## src/rtl/i2c_byte_ctrl.sv

```systemverilog
// Byte-level I2C master: optional START, one byte written or read, optional STOP.
// Define I2C_ACK_CHECK_EN to report slave NACKs on ack_err and force a STOP after them.
module i2c_byte_ctrl #(
    parameter int SYS_CLK_HZ = 50_000_000,
    parameter int I2C_HZ     = 100_000
) (
    input  logic       clk,
    input  logic       rst_n,
    input  logic       req,
    input  logic [3:0] cmd,
    input  logic [7:0] wr_data,
    output logic [7:0] rd_data,
    output logic       done,
    output logic       busy,
    output logic       ack_err,
    output logic       scl,
    output logic       sda_out,
    output logic       sda_oe,
    input  logic       sda_in
);
    localparam int P  = SYS_CLK_HZ / I2C_HZ;
    localparam int CW = $clog2(P);
    localparam logic [CW-1:0] Q1_C   = CW'(P / 4);
    localparam logic [CW-1:0] H_C    = CW'(P / 2);
    localparam logic [CW-1:0] Q3_C   = CW'((3 * P) / 4);
    localparam logic [CW-1:0] LAST_C = CW'(P - 1);

    typedef enum logic [2:0] {IDLE, START, WRITE, RACK, READ, SACK, STOP, DONE} state_t;

    state_t          state, state_nx;
    logic [CW-1:0]   cnt;
    logic [2:0]      bit_cnt;
    logic [3:0]      cmd_q;
    logic [7:0]      wr_q;
    logic [6:0]      rd_sh;
    logic            sda_q;
    logic            nack_stop;
    logic            period_end;
    logic            hold_zero;

    assign period_end = (cnt == LAST_C);
    // An empty command lingers one extra cycle in DONE so done lands two cycles after req.
    assign hold_zero  = (cmd_q == 4'd0) && (cnt == '0);

    function automatic state_t seg_after_start(input logic [3:0] c);
        if (c[1])      return WRITE;
        else if (c[2]) return READ;
        else if (c[3]) return STOP;
        else           return DONE;
    endfunction

    always_ff @(posedge clk or negedge rst_n) begin
        if (!rst_n) state <= IDLE;
        else        state <= state_nx;
    end

    always_comb begin
        state_nx = state;
        case (state)
            IDLE:  if (req) state_nx = cmd[0] ? START : seg_after_start(cmd);
            START: if (period_end) state_nx = seg_after_start(cmd_q);
            WRITE: if (period_end && bit_cnt == 3'd7) state_nx = RACK;
            RACK:  if (period_end) state_nx = (cmd_q[3] || nack_stop) ? STOP : DONE;
            READ:  if (period_end && bit_cnt == 3'd7) state_nx = SACK;
            SACK:  if (period_end) state_nx = cmd_q[3] ? STOP : DONE;
            STOP:  if (period_end) state_nx = DONE;
            DONE:  state_nx = hold_zero ? DONE : IDLE;
            default: state_nx = IDLE;
        endcase
    end

    always_ff @(posedge clk or negedge rst_n) begin
        if (!rst_n) begin
            cnt     <= '0;
            bit_cnt <= 3'd0;
            cmd_q   <= 4'd0;
            wr_q    <= 8'd0;
            rd_sh   <= 7'd0;
            rd_data <= 8'd0;
            sda_q   <= 1'b1;
        end else if (state == IDLE) begin
            cnt     <= '0;
            bit_cnt <= 3'd0;
            if (req) begin
                cmd_q <= cmd;
                wr_q  <= wr_data;
            end
        end else if (state == DONE) begin
            cnt <= cnt + CW'(1);
        end else begin
            cnt <= period_end ? '0 : cnt + CW'(1);
            if ((state == WRITE || state == READ) && period_end)
                bit_cnt <= bit_cnt + 3'd1;
            if (state == WRITE && cnt == Q1_C)
                sda_q <= wr_q[3'd7 - bit_cnt];
            if (state == READ && cnt == Q3_C) begin
                rd_sh <= {rd_sh[5:0], sda_in};
                if (bit_cnt == 3'd7)
                    rd_data <= {rd_sh, sda_in};
            end
        end
    end

`ifdef I2C_ACK_CHECK_EN
    logic nack_q;

    always_ff @(posedge clk or negedge rst_n) begin
        if (!rst_n)                         nack_q <= 1'b0;
        else if (state == IDLE && req)      nack_q <= 1'b0;
        else if (state == RACK && cnt == Q3_C) nack_q <= sda_in;
    end

    assign nack_stop = nack_q;
`else
    assign nack_stop = 1'b0;
`endif

    always_comb begin
        scl     = 1'b1;
        sda_out = 1'b1;
        sda_oe  = 1'b0;
        done    = 1'b0;
        ack_err = 1'b0;
        busy    = (state != IDLE);
        case (state)
            START: begin
                scl     = (cnt < Q3_C);
                sda_out = (cnt < H_C);
                sda_oe  = 1'b1;
            end
            WRITE: begin
                scl     = (cnt >= H_C);
                sda_out = sda_q;
                sda_oe  = 1'b1;
            end
            RACK, READ: begin
                scl = (cnt >= H_C);
            end
            SACK: begin
                scl     = (cnt >= H_C);
                sda_out = cmd_q[3];
                sda_oe  = 1'b1;
            end
            STOP: begin
                scl     = (cnt >= Q1_C);
                sda_out = (cnt >= Q3_C);
                sda_oe  = 1'b1;
            end
            DONE: begin
                done    = !hold_zero;
                ack_err = !hold_zero && nack_stop;
            end
            default: ;
        endcase
    end
endmodule

```

## config.mk

```make
export PLATFORM = sky130hd
export DESIGN_NAME = i2c_byte_ctrl
export DESIGN_NICKNAME = d
export VERILOG_FILES = /design/src/rtl/i2c_byte_ctrl.sv
export SDC_FILE = /design/constraint.sdc
export NUM_CORES = 1
export LEC_CHECK = 0
export CAP_MARGIN = 15
export CORE_UTILIZATION = 38
export CTS_BUF_LIST = sky130_fd_sc_hd__clkbuf_4
export CTS_CLUSTER_SIZE = 24
export DETAILED_ROUTE_END_ITERATION = 16
export GPL_ROUTABILITY_DRIVEN = 0
export SETUP_SLACK_MARGIN = 0.02
export SLEW_MARGIN = 15
export SYNTH_ARGS = -nofsm -noshare
export SYNTH_HDL_FRONTEND = slang
export SYNTH_SLANG_ARGS = --single-unit
```

## constraint.sdc

```tcl
create_clock -name clk -period 4.8 [get_ports clk]
set_input_delay 0.48 -clock clk [delete_from_list [all_inputs] [get_ports clk]]
set_output_delay 0.48 -clock clk [all_outputs]
set_load 0.05 [all_outputs]
```

; ---- Yosys cells after proc, flatten, opt, wreduce, memory -nomap -nowiden
; Cells that the tools add are included.
[op_classes]
n_reduce_logical = 21
muxes = 27
order_cmp = 6
bitwise_logic = 2
n_mul = 0
div = 0
shifts = 0
add_sub_neg = 3
eq_ne = 18
[ops]
columns = op, n
row1 = 3-bit two-way mux, 13
row2 = 9-bit two-way mux, 3
row3 = 3-bit case mux with 7 select lines, 1
row4 = 9-bit equality test (second input constant), 2
row5 = 3-bit equality test (second input constant), 5
row6 = 2-bit != test (second input constant), 6
row7 = 9-bit by 1-bit adder with 9-bit output (second input constant), 1
row8 = 9-bit by 7-bit equality test with 1-bit output (second input constant), 1
row9 = 9-bit by 7-bit greater-or-equal comparator with 1-bit output (second input constant), 1
row10 = 9-bit by 8-bit greater-or-equal comparator with 1-bit output (second input constant), 1
row11 = 9-bit greater-or-equal comparator (second input constant), 1
row12 = 9-bit logical NOT, 1
row13 = 9-bit by 8-bit < comparator with 1-bit output (second input constant), 1
row14 = 9-bit < comparator (second input constant), 1
row15 = 4-bit OR reduction, 2
row16 = 3-bit by 2-bit equality test with 1-bit output (second input constant), 2
row17 = 3-bit AND reduction, 2
row18 = 6-bit AND reduction, 1
row19 = 1-bit logical AND, 5
row20 = 1-bit two-way mux, 5
row21 = 4-bit logical NOT, 1
row22 = 3-bit by 4-bit < comparator with 1-bit output (second input constant), 1
row23 = 2-bit two-way mux, 2
row24 = 1-bit case mux with 4 select lines, 1
row25 = other kinds (15), 17
[word_totals]
word_cells = 85
mem_bits_ro = 0
regBits = 43
input_bits = 16
out_inout_bits = 14
ram_bits = 0
latch_bits = 0
n_memories = 0

; ---- Logic depth before layout (Yosys ltp)
; Gate-level depths: netlist of run 1.
[depth]
ltp_word = 6
ltp_mapped = 6
depth_no_buf = 6

; ---- Worst setup path before layout of run 1
; OpenSTA, ideal clock, no wires.
[synth_timing]
path_kind = reg-to-output
start = register cnt[0]
end = output port done
t_required_ns = 4.320
setup_slack_ns = 2.140
t_arrival_ns = 2.180
path_stages_with_launch = 6
n_path_buf = 0
cell_sequence = dfrtp_1 -> inv_1 -> ha_1 -> nor4b_1 -> and4_1 -> nor3b_1
[synth_between]
elab_chain_len = 4
[synth_lines]
columns = item, line
row1 = start: declaration, 31  ; logic [CW-1:0] cnt;
row2 = start signal: assignment, 89  ; cnt <= cnt + CW'(1);
row3 = start signal: assignment, 91  ; cnt <= period_end ? '0 : cnt + CW'(1);
row4 = 9-bit logical NOT, 43  ; assign hold_zero = (cmd_q == 4'd0) && (cnt == '0);
row5 = 1-bit logical AND, 43
row6 = 1-bit logical NOT, --
row7 = 1-bit two-way mux, 125  ; case (state)
row8 = end: declaration, 13  ; output logic done,
; Every way passes these cells.

; ---- Worst setup path after layout of run 1
[layout_timing]
start = register state[2]
end = output port sda_out
[layout_between]
elab_chain_len = 2
[layout_lines]
columns = item, line
row1 = start: declaration, 30  ; state_t state, state_nx;
row2 = start signal: assignment, 54  ; else state <= state_nx;
row3 = "3-bit equality test, or another cell as far along", 125
row4 = 1-bit case mux with 4 select lines (*), 125
row5 = end: declaration, 17  ; output logic sda_out,
; Every way passes the cells marked *; elsewhere a longest branch is shown, timed or not.

==> results of run 1 <==
final timing paths:
path / end / cells past startpoint / slack, ns
worst min register to register: wr_q[1]$_DFFE_PN0P_ / 1 / 0.52
max in group asynchronous: wr_q[4]$_DFFE_PN0P_ / 1 / 3.94
min in group clk: wr_q[1]$_DFFE_PN0P_ / 1 / 0.52
worst max register to register: state[1]$_DFFE_PN0P_ / 4 / 2.56
worst max-delay path: sda_out / 4 / 1.61
worst min-delay path: cnt[8]$_DFF_PN0_ / 1 / 0.25
metal layers:
metal	up-vias	wire [µm]
li1	820	-
met1	818	2350
met2	38	2280
met3	5	258
met4	0	55
met5	-	0
state kept, by name, indices dropped and copies added, names as in the netlist:
register / flops
cnt: 9
rd_data: 8
wr_q: 8
rd_sh: 7
cmd_q: 4
bit_cnt: 3
state: 3
sda_q: 1
cell families (layout without fill, tap and decap cells):
| logic type | after synthesis | after routing | share of synthesized area, % |
|---|---|---|---|
| fa+ha+maj | 10 | 10 | 4.84 |
| mux | 31 | 31 | 16.5 |
| other cells | 1 | 1 | 0.154 |
| xor+xnor | 8 | 8 | 2.88 |
| simple gates | 69 | 69 | 16.6 |
| flops | 43 | 43 | 44.3 |
| compound gates | 34 | 34 | 9.83 |
| buf+inv | 17 | 41 | 4.89 |
power by group through the flow:
stage	registers [µW]	clock network, µW	logic [µW]
floorplan	508	0	521
global placement	596	0	572
detailed placement	602	0	573
CTS	594	203	576
global route	612	217	630
finish	594	190	571
through the flow:
stage	cell area [µm²]	power, µW
finish	2760	1360
global route	2760	1460
CTS	2760	1370
detailed placement	2700	1170
global placement	2700	1170
floorplan	2430	1030
cell type report:
| type | count | area, µm² | share of cell area (%) |
|---|---|---|---|
| Clock buffer | 5 | 37.5 | 1.36 |
| Clock inverter | 3 | 23.8 | 0.861 |
| Inverter | 5 | 18.8 | 0.679 |
| Multi-Input combinational cell | 153 | 1240 | 44.7 |
| Sequential cell | 43 | 1080 | 39.0 |
| Tap cell | 75 | 93.8 | 3.40 |
| Timing Repair Buffer | 28 | 275 | 9.96 |
cell usage in the layout (no fill, tap or decap), types with 3 or more instances in the layout:
cell type | Yosys | routed
a31oi_1 | 3 | 3
ha_1 | 6 | 6
mux2_4 | 8 | 8
xnor2_1 | 4 | 4
nor3_1 | 5 | 5
nand3_1 | 4 | 4
clkbuf_4 | 0 | 5
o22a_1 | 3 | 3
nor2_1 | 17 | 17
dfrtp_1 | 42 | 42
o21ai_0 | 4 | 4
clkdlybuf4s50_1 | 0 | 27
a21oi_1 | 9 | 9
xor2_1 | 4 | 4
inv_1 | 5 | 5
nand2_1 | 14 | 14
mux2_2 | 21 | 21
==> impl_metrics.py, run 1 <==
metrics = {
    "synth": {
        "synthFlopType": "dfrtp_1",
        "yosysUniqueCellTypes": 55,
        "yosysWarnings": 0,
        "syn-num-nets": 235,
        "synth_top_cell_by_area": "dfrtp_1",
        "async_flop_share_pct": 100,
        "synth-edff-count": 0,
        "synth_cells": 213,
        "synth_common_cells": "42 x dfrtp_1, 21 x mux2_2, 17 x nor2_1",
        "synth_most_common_cell": "dfrtp_1",
        "seq_area_frac_synth_pct": 44.3,
        "yosys.area.top_type_share_pct": 43.2,
        "synth.cell_area_um2": 2430,
        "synth_area_per_cell_um2": 11.4,
        "yosys_register_bits": 43,
        "ys_top_cells_by_area": "dfrtp_1 43%, mux2_2 9.7%, mux2_4 4.9%",
    },
    "clock_network": {
        "clk_pin_slew_ns": 0.15,
        "cts_inserted_buffers": 5,
        "clk_path_buf_depth": 2,
        "cts_tree": "built",
        "cts_num_sinks": 43,
        "clk-insertion-delay-late_ns": 0.37,
        "htreeDepth": 2,
        "cts_root_buffer": "clkbuf_4",
        "cts_resized": 0,
        "hold_buffers": 0,
        "cts_setup_buffers": 0,
    },
    "cells_and_area": {
        "n_antenna_cell": 0,
        "area_growth_pct": 13.6,
        "fin_cells": 312,
        "n_fill_cell": 593,
        "nets": 258,
        "drive_gt1_share_pct": 22.4,
        "fin_util_pct": 45.6,
    },
    "critical_path": {
        "path_cells": "nand2_1 > or3_1 > o22ai_1 > clkdlybuf4s50_1",
        "max_stage_delay_ns": 0.82,
        "worstPathArrival_ns": 2.71,
        "start_kind": "flop",
        "r2r_start": "state[0]$_DFFE_PN0P_",
        "crit_type": "reg -> out",
        "crit_fanout": 19,
        "cp-end-kind": "output pin",
        "crit_path_start": "state[2]$_DFFE_PN0P_",
        "critPathTopFamily": "buffers and inverters",
        "crit_required_ns": 4.32,
        "cpMaxStageDelayCell": "clkdlybuf4s50_1",
        "critPathBufInv": 1,
    },
    "floorplanning": {
        "num_io_pins": 30,
        "rows": 28,
        "start_util_pct": 40.1,
        "design.die.area_um2": 6720,
        "die_h_um": 82.0,
        "die_width_um": 82.0,
        "core_um2": 6060,
    },
    "global_routing": {
        "grtUsageTotal_pct": 16.6,
        "grt_pass1_wl_mm": 8.31,
        "grt_pass1_vias": 1682,
        "grt_use_met2_pct": 24.3,
        "use_met3_pct": 5.56,
        "antenna_found_initial": 0,
        "busiest_layer": "met2",
        "grt_max_degree": 44,
        "gr-usage-met1_pct": 23.0,
        "overflow": 0,
    },
    "place": {
        "port-buffer-count": 28,
        "post-place-ws_ns": 2.06,
        "dp.cells": 304,
        "dpl.hpwl_mm": 3.37,
    },
    "drt": {
        "postRouteAntennaNets": 0,
        "vias_per_cell": 5.39,
        "drtIter0Drc": 105,
        "dr.pass1.iters": 5,
        "wire_per_inst_um": 15.9,
        "drc": 0,
        "vias": 1681,
        "drt_wl_total_mm": 4.95,
    },
    "power": {
        "clock_power_share_pct": 14.0,
        "p_leak_uw": 0.00118,
        "p_sw_share_pct": 43.1,
        "p_int_uw": 771,
        "power_switching_uw": 584,
        "irDropWorstVdd_uv": 271,
        "cellPowerDensity_nw_per_um2": 491,
        "comb_power_share_pct": 42.1,
        "seqPwrFrac_pct": 43.8,
    },
    "timing": {
        "hold_slack_ns": 0.248,
        "timing.final.crit_period_ns": 3.19,
        "slew_headroom_pct": 35.0,
        "finalHoldViolCount": 0,
        "fin_crit_sh_pct": 66.4,
        "fin_setup_tns_ns": 0,
        "maxSlewViolCount": 0,
        "rsz0062_at_grt": "false",
        "fin_ws_ns": 1.61,
        "fmax_ghz": 0.314,
        "finalSetupViolations": 0,
        "worstMarginPinSlew_ns": 0.975,
        "clock_skew_ns": 0.0166,
    },
    "job": {
        "drv_cap": 0,
    },
    "run_status": {
        "status": "completed",
    },
    "hold_path": {
        "hold_class": "in -> async",
    },
}
Note: power is estimated with default switching activity, not from simulation.
==> run 2: changes to the inputs <==
Clock period 4.8 ns to 3.3 ns, I/O delays scaled along.
==> run 2 against run 1 <==
  * Combinational power rose by 49%
  * Routed wire length fell by 2.2%
  * Via count rose by 0.42%
  * Utilization rose by 0.45 points
  * Sequential cell count did not move
  * Critical path type unchanged
  * Critical path depth did not move
==> impl_metrics.py, run 2 (synthesis gave the netlist of run 1 again) <==
metrics = {
    "drt": {
        "dr.pass1.iters": 5,
        "postRouteAntennaNets": 0,
        "wire_per_inst_um": 15.5,
        "drt_wl_total_mm": 4.84,
        "drtIter0Drc": 115,
        "vias": 1688,
        "drc": 0,
        "vias_per_cell": 5.39,
    },
    "run_status": {
        "status": "completed",
    },
    "job": {
        "drv_cap": 0,
    },
    "timing": {
        "worstMarginPinSlew_ns": 0.965,
        "maxSlewViolCount": 0,
        "fin_crit_sh_pct": 89.1,
        "finalHoldViolCount": 0,
        "timing.final.crit_period_ns": 2.94,
        "fmax_ghz": 0.340,
        "fin_ws_ns": 0.359,
        "clock_skew_ns": 0.00790,
        "slew_headroom_pct": 35.7,
        "rsz0062_at_grt": "false",
        "fin_setup_tns_ns": 0,
        "finalSetupViolations": 0,
    },
    "place": {
        "place_area_um2": 2710,
        "post-place-ws_ns": 0.741,
        "dpl.hpwl_mm": 3.44,
        "port-buffer-count": 28,
    },
    "global_routing": {
        "overflow": 0,
        "grt_max_degree": 44,
        "antenna_found_initial": 0,
        "grtUsageTotal_pct": 16.1,
        "grt_pass1_wl_mm": 7.99,
        "grt_pass1_vias": 1643,
    },
    "clock_network": {
        "clk_path_buf_depth": 2,
        "htreeDepth": 2,
        "cts_num_sinks": 43,
        "clk-insertion-delay-late_ns": 0.36,
        "cts_root_buffer": "clkbuf_4",
        "cts_inserted_buffers": 5,
        "cts_tree": "built",
        "hold_buffers": 0,
        "cts_setup_buffers": 0,
        "cts_resized": 0,
        "clk_pin_slew_ns": 0.14,
    },
    "cells_and_area": {
        "finalInstanceArea_um2": 2790,
        "area_growth_pct": 14.7,
        "final_common_cell": "dfrtp_1",
        "largest_reg_flops": 9,
        "final-seq-area_um2": 1080,
        "registers.top_by_ff_count": "cnt",
        "nets": 259,
        "n_antenna_cell": 0,
        "largest_registers": "cnt (9), rd_data (8), wr_q (8)",
        "multi_input_area_um2": 1240,
        "final_cell_mix": "42 x dfrtp_1, 27 x clkdlybuf4s50_1, 21 x mux2_2, 17 x nor2_1, 14 x nand2_1",
        "drive_gt1_share_pct": 22.7,
        "n_fill_cell": 599,
    },
    "critical_path": {
        "crit_fanout": 19,
        "critPathBufInv": 1,
        "cp-end-kind": "output pin",
        "crit_type": "reg -> out",
        "worstPathArrival_ns": 2.61,
        "r2r_slack_ns": 1.03,
        "start_kind": "flop",
        "max_stage_delay_ns": 0.82,
        "cpMaxStageDelayCell": "clkdlybuf4s50_1",
        "critPathTopFamily": "buffers and inverters",
        "crit_required_ns": 2.97,
        "path_cells": "nand2_1 > or3_1 > o22ai_1 > clkdlybuf4s50_1",
    },
    "floorplanning": {
        "design.die.area_um2": 6720,
        "num_io_pins": 30,
        "die_h_um": 82.0,
        "start_util_pct": 40.1,
        "core_um2": 6060,
        "rows": 28,
        "die_width_um": 82.0,
    },
    "power": {
        "irDropWorstVdd_uv": 238,
        "cellPowerDensity_nw_per_um2": 729,
        "p_leak_uw": 0.00121,
    },
    "hold_path": {
        "hold_class": "in -> async",
    },
}
-- run 2: cell count changes in the layout (fill, tap and decap cells not counted) --
cell        before  now
clkinv_2         0    1
clkinv_4         0    1
inv_6            1    0
clkinvlp_4       2    0
buf_4            0    1
bufinv_16        0    1
-- run 2: per-stage QoR --
stage               total power (µW)  hold slack (ns)  std cells  utilization (%)
floorplan                       1500           0.0344        213                -
global placement                1700            0.486        305             44.7
global route                    2180            0.163        313             46.0
finish                          2030            0.107        313             46.0
CTS                             2060            0.131        313             46.0
detailed placement              1710            0.491        305             44.7
-- run 2: worst paths after layout --
path / endpoint / cells after the start / from
max: sda_out / 4 / state[2]$_DFFE_PN0P_
max reg2reg: wr_q[3]$_DFFE_PN0P_ / 4 / state[0]$_DFFE_PN0P_
min: cnt[0]$_DFF_PN0_ / 1 / rst_n
max in group asynchronous: rd_data[3]$_DFFE_PN0P_ / 1 / rst_n
min reg2reg: wr_q[1]$_DFFE_PN0P_ / 1 / wr_q[1]$_DFFE_PN0P_
min in group clk: wr_q[1]$_DFFE_PN0P_ / 1 / wr_q[1]$_DFFE_PN0P_
-- run 2: final cells by class --
type | instances | share of cell area (%)
timing repair buffer | 29 | 10.1
clock buffer | 5 | 1.35
tap | 75 | 3.36
inverter | 5 | 0.673
sequential | 43 | 38.6
clock inverter | 3 | 1.57
multi-input combinational | 153 | 44.3
-- run 2: power by group --
| part | switching (µW) | leakage [µW] | internal (µW) |
|---|---|---|---|
| sequential | 189 | 0.000557 | 652 |
| clock | 183 | 0.0000452 | 160 |
| combinational | 458 | 0.000605 | 392 |
| total | 830 | 0.00121 | 1200 |
-- run 2: routing by layer --
| metal | global-route usage [%] | share of wire, % | up-vias |
|---|---|---|---|
| li1 | - | - | 818 |
| met1 | 22.4 | 47 | 832 |
| met2 | 23.7 | 46 | 34 |
| met3 | 5.11 | 5.5 | 4 |
| met4 | 5.26 | 0.91 | 0 |
| met5 | 0 | 0 | - |
==> patch 1 (config.mk and constraints of run 2) <==
Re-encode `state_t` (8 states) as one-hot, 8 bits wide.
--- a/src/rtl/i2c_byte_ctrl.sv
+++ b/src/rtl/i2c_byte_ctrl.sv
@@ -27,3 +27,3 @@
 
-    typedef enum logic [2:0] {IDLE, START, WRITE, RACK, READ, SACK, STOP, DONE} state_t;
+    typedef enum logic [7:0] {IDLE = 8'b00000001, START = 8'b00000010, WRITE = 8'b00000100, RACK = 8'b00001000, READ = 8'b00010000, SACK = 8'b00100000, STOP = 8'b01000000, DONE = 8'b10000000} state_t;
 
Behaviour: no difference found for any inputs over 10 cycles, from zero or initial values and one cycle with rst_n low; not proved beyond that.
==> patch 1 against run 2 <==
  * Sequential share of layout area is essentially flat
  * Sequential cell count grew 5
  * First-iteration DRC count grew 39%
  * Wire length grew 10%
  * Setup slack lost 0.16 ns
  * Sequential power is essentially flat
  * Power grew 3.4%
  * Via count grew 14%
  * Final area grew 12%
  * Synthesized area grew 9.8%
  * Critical path depth is the same
  * Cell count grew 16%
  * Core utilization shrank 0.16 points
  * Global-route usage shrank 0.16 points
==> patch 1: results (changes against run 2) <==
- Relative slew slack: 0.5982 (+0.2417)
- NetSw: 0.7929 mW (-4.4%)
- Largest cells by area after synthesis: dfrtp_1, mux2_2, nor2_1
- Largest net degree at the start of global routing: 49 (+11%)
- Clk power: 0.439 mW (+28%)
- Finished Layout Cells: 364 (+16%)
- Worst Path Max Fanout: 8 (-11)
- GRT Util Overall: 0.1598 (-0.001626)
- Vias in the first global route: 1855 (+13%)
- Placed Area: 2988 sq um (+10%)
- Syn Inst Count: 243 (+14%)
- First-pass GRT wire length: 9.177 mm (+15%)
- Worst vdd ir: 0.3964 mV (+67%)
- Pleak: 1.393 nW (+15%)
- Arr. time, crit path: 2.77 ns (+0.16 ns)
- Layout cells sized above 1: 0.2052 (-0.02167)
- Net Sw Frac: 0.3772 (-0.03090)
- Clk_skew: 0.006735 ns (-0.001161 ns)
- HPWL after DPL: 3.860 mm (+12%)
- Syn_nets: 265 (+13%)
- TritonRoute pass-1 iters: 4 (-1)
- Power in sequential cells: 0.844 mW (about the same)
- Status: finished, final reports clean
- Number of nets in the final layout: 289 (+12%)
- DP Worst Slack: 0.5641 ns (-0.1766 ns)
- Register area share after synthesis: 0.4508 (+0.007895)
## patch 1: changes by cell type in the layout (fill, tap and decap cells not counted), sizes merged, moves of 3 or more
cell	run 2	this run
o22a	3	0
inv	5	10
o21ai	4	8
nand3	4	10
and3	2	9
nor2	18	26
and2	4	0
nor4	2	9
and4	3	0
dfrtp	42	46
maj3	4	0
## patch 1: path summary, 6_finish.rpt
path,startpoint,endpoint,slack (ns),cells past startpoint
max reg2reg,cnt[1],rd_data[0],0.76,7
min,rst_n,rd_data[3],0.50,2
min in group clk,wr_q[7],wr_q[7],0.52,1
max in group asynchronous,rst_n,state[3],2.38,2
max,state[2],scl,0.20,4
min reg2reg,wr_q[7],wr_q[7],0.52,1
## patch 1: area by class of cell
cell class | instances | area (sq um)
fillers | 643 | 3677
clock inverters | 3 | 68.82
repair buffers | 31 | 305.3
multi-input cells | 172 | 1346
flip-flops and latches | 48 | 1205
clock buffers | 5 | 37.54
well taps | 96 | 120.1
inverters | 9 | 33.78
## patch 1: timing repair
item | in CTS | in global routing
hold endpoints to repair | 0 | 16
setup endpoints to repair | 0 | 2
gates resized for setup | 0 | 3
hold buffers | 0 | 1
## patch 1: layer usage
metal	up-vias	routed length, um	global-route usage
met3	15	263	0.02887
met2	59	2406	0.2436
met1	920	2512	0.2217
li1	922	-	-
met5	-	0	0
met4	0	144	0.07273
## patch 1: cells by family (layout without fill, tap and decap cells)
family / Yosys count / count (layout) / synth area share
and+or+nand+nor: 90 / 90 / 0.2006
DFF: 48 / 48 / 0.4508
muxes: 33 / 33 / 0.1551
AOI/OAI and AO/OA: 31 / 31 / 0.08060
buffers and inverters: 23 / 48 / 0.04733
xor gates and xnor gates: 11 / 11 / 0.03608
adders and majority gates: 6 / 6 / 0.02812
other: 1 / 1 / 0.001404
==> patch 2 (flow settings as in run 2) <==
Made on the original files. Set the parameter `SYS_CLK_HZ` to 200_000_000 (it was 50_000_000).
--- a/src/rtl/i2c_byte_ctrl.sv
+++ b/src/rtl/i2c_byte_ctrl.sv
@@ -3,3 +3,3 @@
 module i2c_byte_ctrl #(
-    parameter int SYS_CLK_HZ = 50_000_000,
+    parameter int SYS_CLK_HZ = 200_000_000,
     parameter int I2C_HZ     = 100_000
Check against the original RTL: no difference found for any inputs over 10 cycles, from zero or initial values and one cycle with rst_n low; that may be too few to reach the edited logic, so the function may still have changed.
==> patch 2 against run 2 <==
  * Synthesized area is 2.3% lower
  * Final area fell by 1.4%
  * Wire length is 1.4% higher
  * Power down 11%
  * Maximum frequency grew 1.7%
  * Sequential share of layout area grew 2.4 points
  * Largest power group is now sequential cells
  * Sequential cell count up 2
  * Setup slack better by 0.049 ns
==> patch 2: results (changes against run 2) <==
- FF-to-FF Start: state[1]
- Synth Area in Adders: 0.02528 (-0.02308)
- Worst Path Max Fanout: 11 (-8)
- Clk_skew: 0.008767 ns (+0.0008706 ns)
- Syn avg cell area: 10.75 sq um (-5.9%)
- Routed via count: 1788 (+5.9%)
- DR iter-0 viols: 192 (+67%)
- Relative slew slack: 0.3352 (-0.02131)
- Worst setup startpoint: cnt[4]
- Most common library cells after synthesis: dfrtp_1, mux2_2, nor2_1
- TritonRoute pass-1 iters: 4 (-1)
- First-pass GRT wire length: 8.404 mm (+5.2%)
- Synth Area in Compound Gates: 0.09900 (+0.0007484)
- Max Freq: 0.3458 GHz (+1.7%)
- Syn_nets: 241 (+2.6%)
- Final Core Density: 0.4593 (-0.001090)
- Cells after DPL: 310 (+1.6%)
- Status: finished, final reports clean
- Pleak: 1.167 nW (-3.3%)
- Reg2reg end: rd_data[7]
- GRT Util Overall: 0.1693 (+0.007929)
- Worst vdd ir: 0.5274 mV (+120%)
- Met3 GRT Util: 0.03708 (-0.01403)
- Vias in the first global route: 1676 (+2.0%)
- Arr. time, crit path: 2.56 ns (-0.05 ns)
- DP Worst Slack: 0.8090 ns (+0.06834 ns)
- Largest cells by area after synthesis: dfrtp_1, mux2_2, nor2_1
## patch 2: changes by cell type after synthesis, sizes merged, moves of 4 or more
cell	run 2	this run
o21ai	4	9
buf	6	2
nor3	5	12
a211oi	0	4
nand2	14	10
clkbuf	6	14
## patch 2: how the worst min path moves through the flow
stage | from | endpoint | slack, ns | cells after the start
final | rst_n | rd_data[0] | 0.12 | 1
after global routing | rst_n | rd_data[0] | 0.19 | 1
after CTS | rst_n | rd_data[4] | 0.15 | 1
after detailed placement | rd_data[5] | rd_data[5] | 0.49 | 1
after global placement | wr_q[1] | wr_q[1] | 0.49 | 1
after floorplan | rst_n | bit_cnt[0] | 0.03 | 0
## patch 2: worst max-delay path, cell delays in order (launching register included)
cell and delay [ns]:
dfrtp_1 0.52, a31o_2 0.29, a21oi_1 0.19, nor3_1 0.07, o32ai_1 0.28, clkdlybuf4s50_1 0.85
## patch 2: per-layer routing
layer | vias to the layer above | share of wire
li1 | 851 | -
met1 | 866 | 0.49
met2 | 64 | 0.43
met3 | 7 | 0.061
met4 | 0 | 0.013
met5 | - | 0
## patch 2: area by class of cell
cell class / instances / share of cell area
clock inverter: 3 / 0.007276
tap: 75 / 0.03411
clock buffer: 5 / 0.01364
sequential: 45 / 0.4097
multi-input combinational: 153 / 0.4202
timing repair buffer: 30 / 0.1055
inverter: 7 / 0.009550
## patch 2: cells by family after synthesis
family          Yosys count
compound gates           35
flops                    45
other cells               1
mux                      31
buf+inv                  23
fa+ha+maj                 5
xor+xnor                  9
simple gates             72
## patch 2: power by group through the flow
stage / Clock, mW / Combinational [mW] / Sequential (mW)
global placement: 0 / 0.683 / 0.841
global route: 0.310 / 0.763 / 0.859
detailed placement: 0 / 0.688 / 0.845
CTS: 0.290 / 0.692 / 0.833
finish: 0.278 / 0.689 / 0.835
floorplan: 0 / 0.594 / 0.739
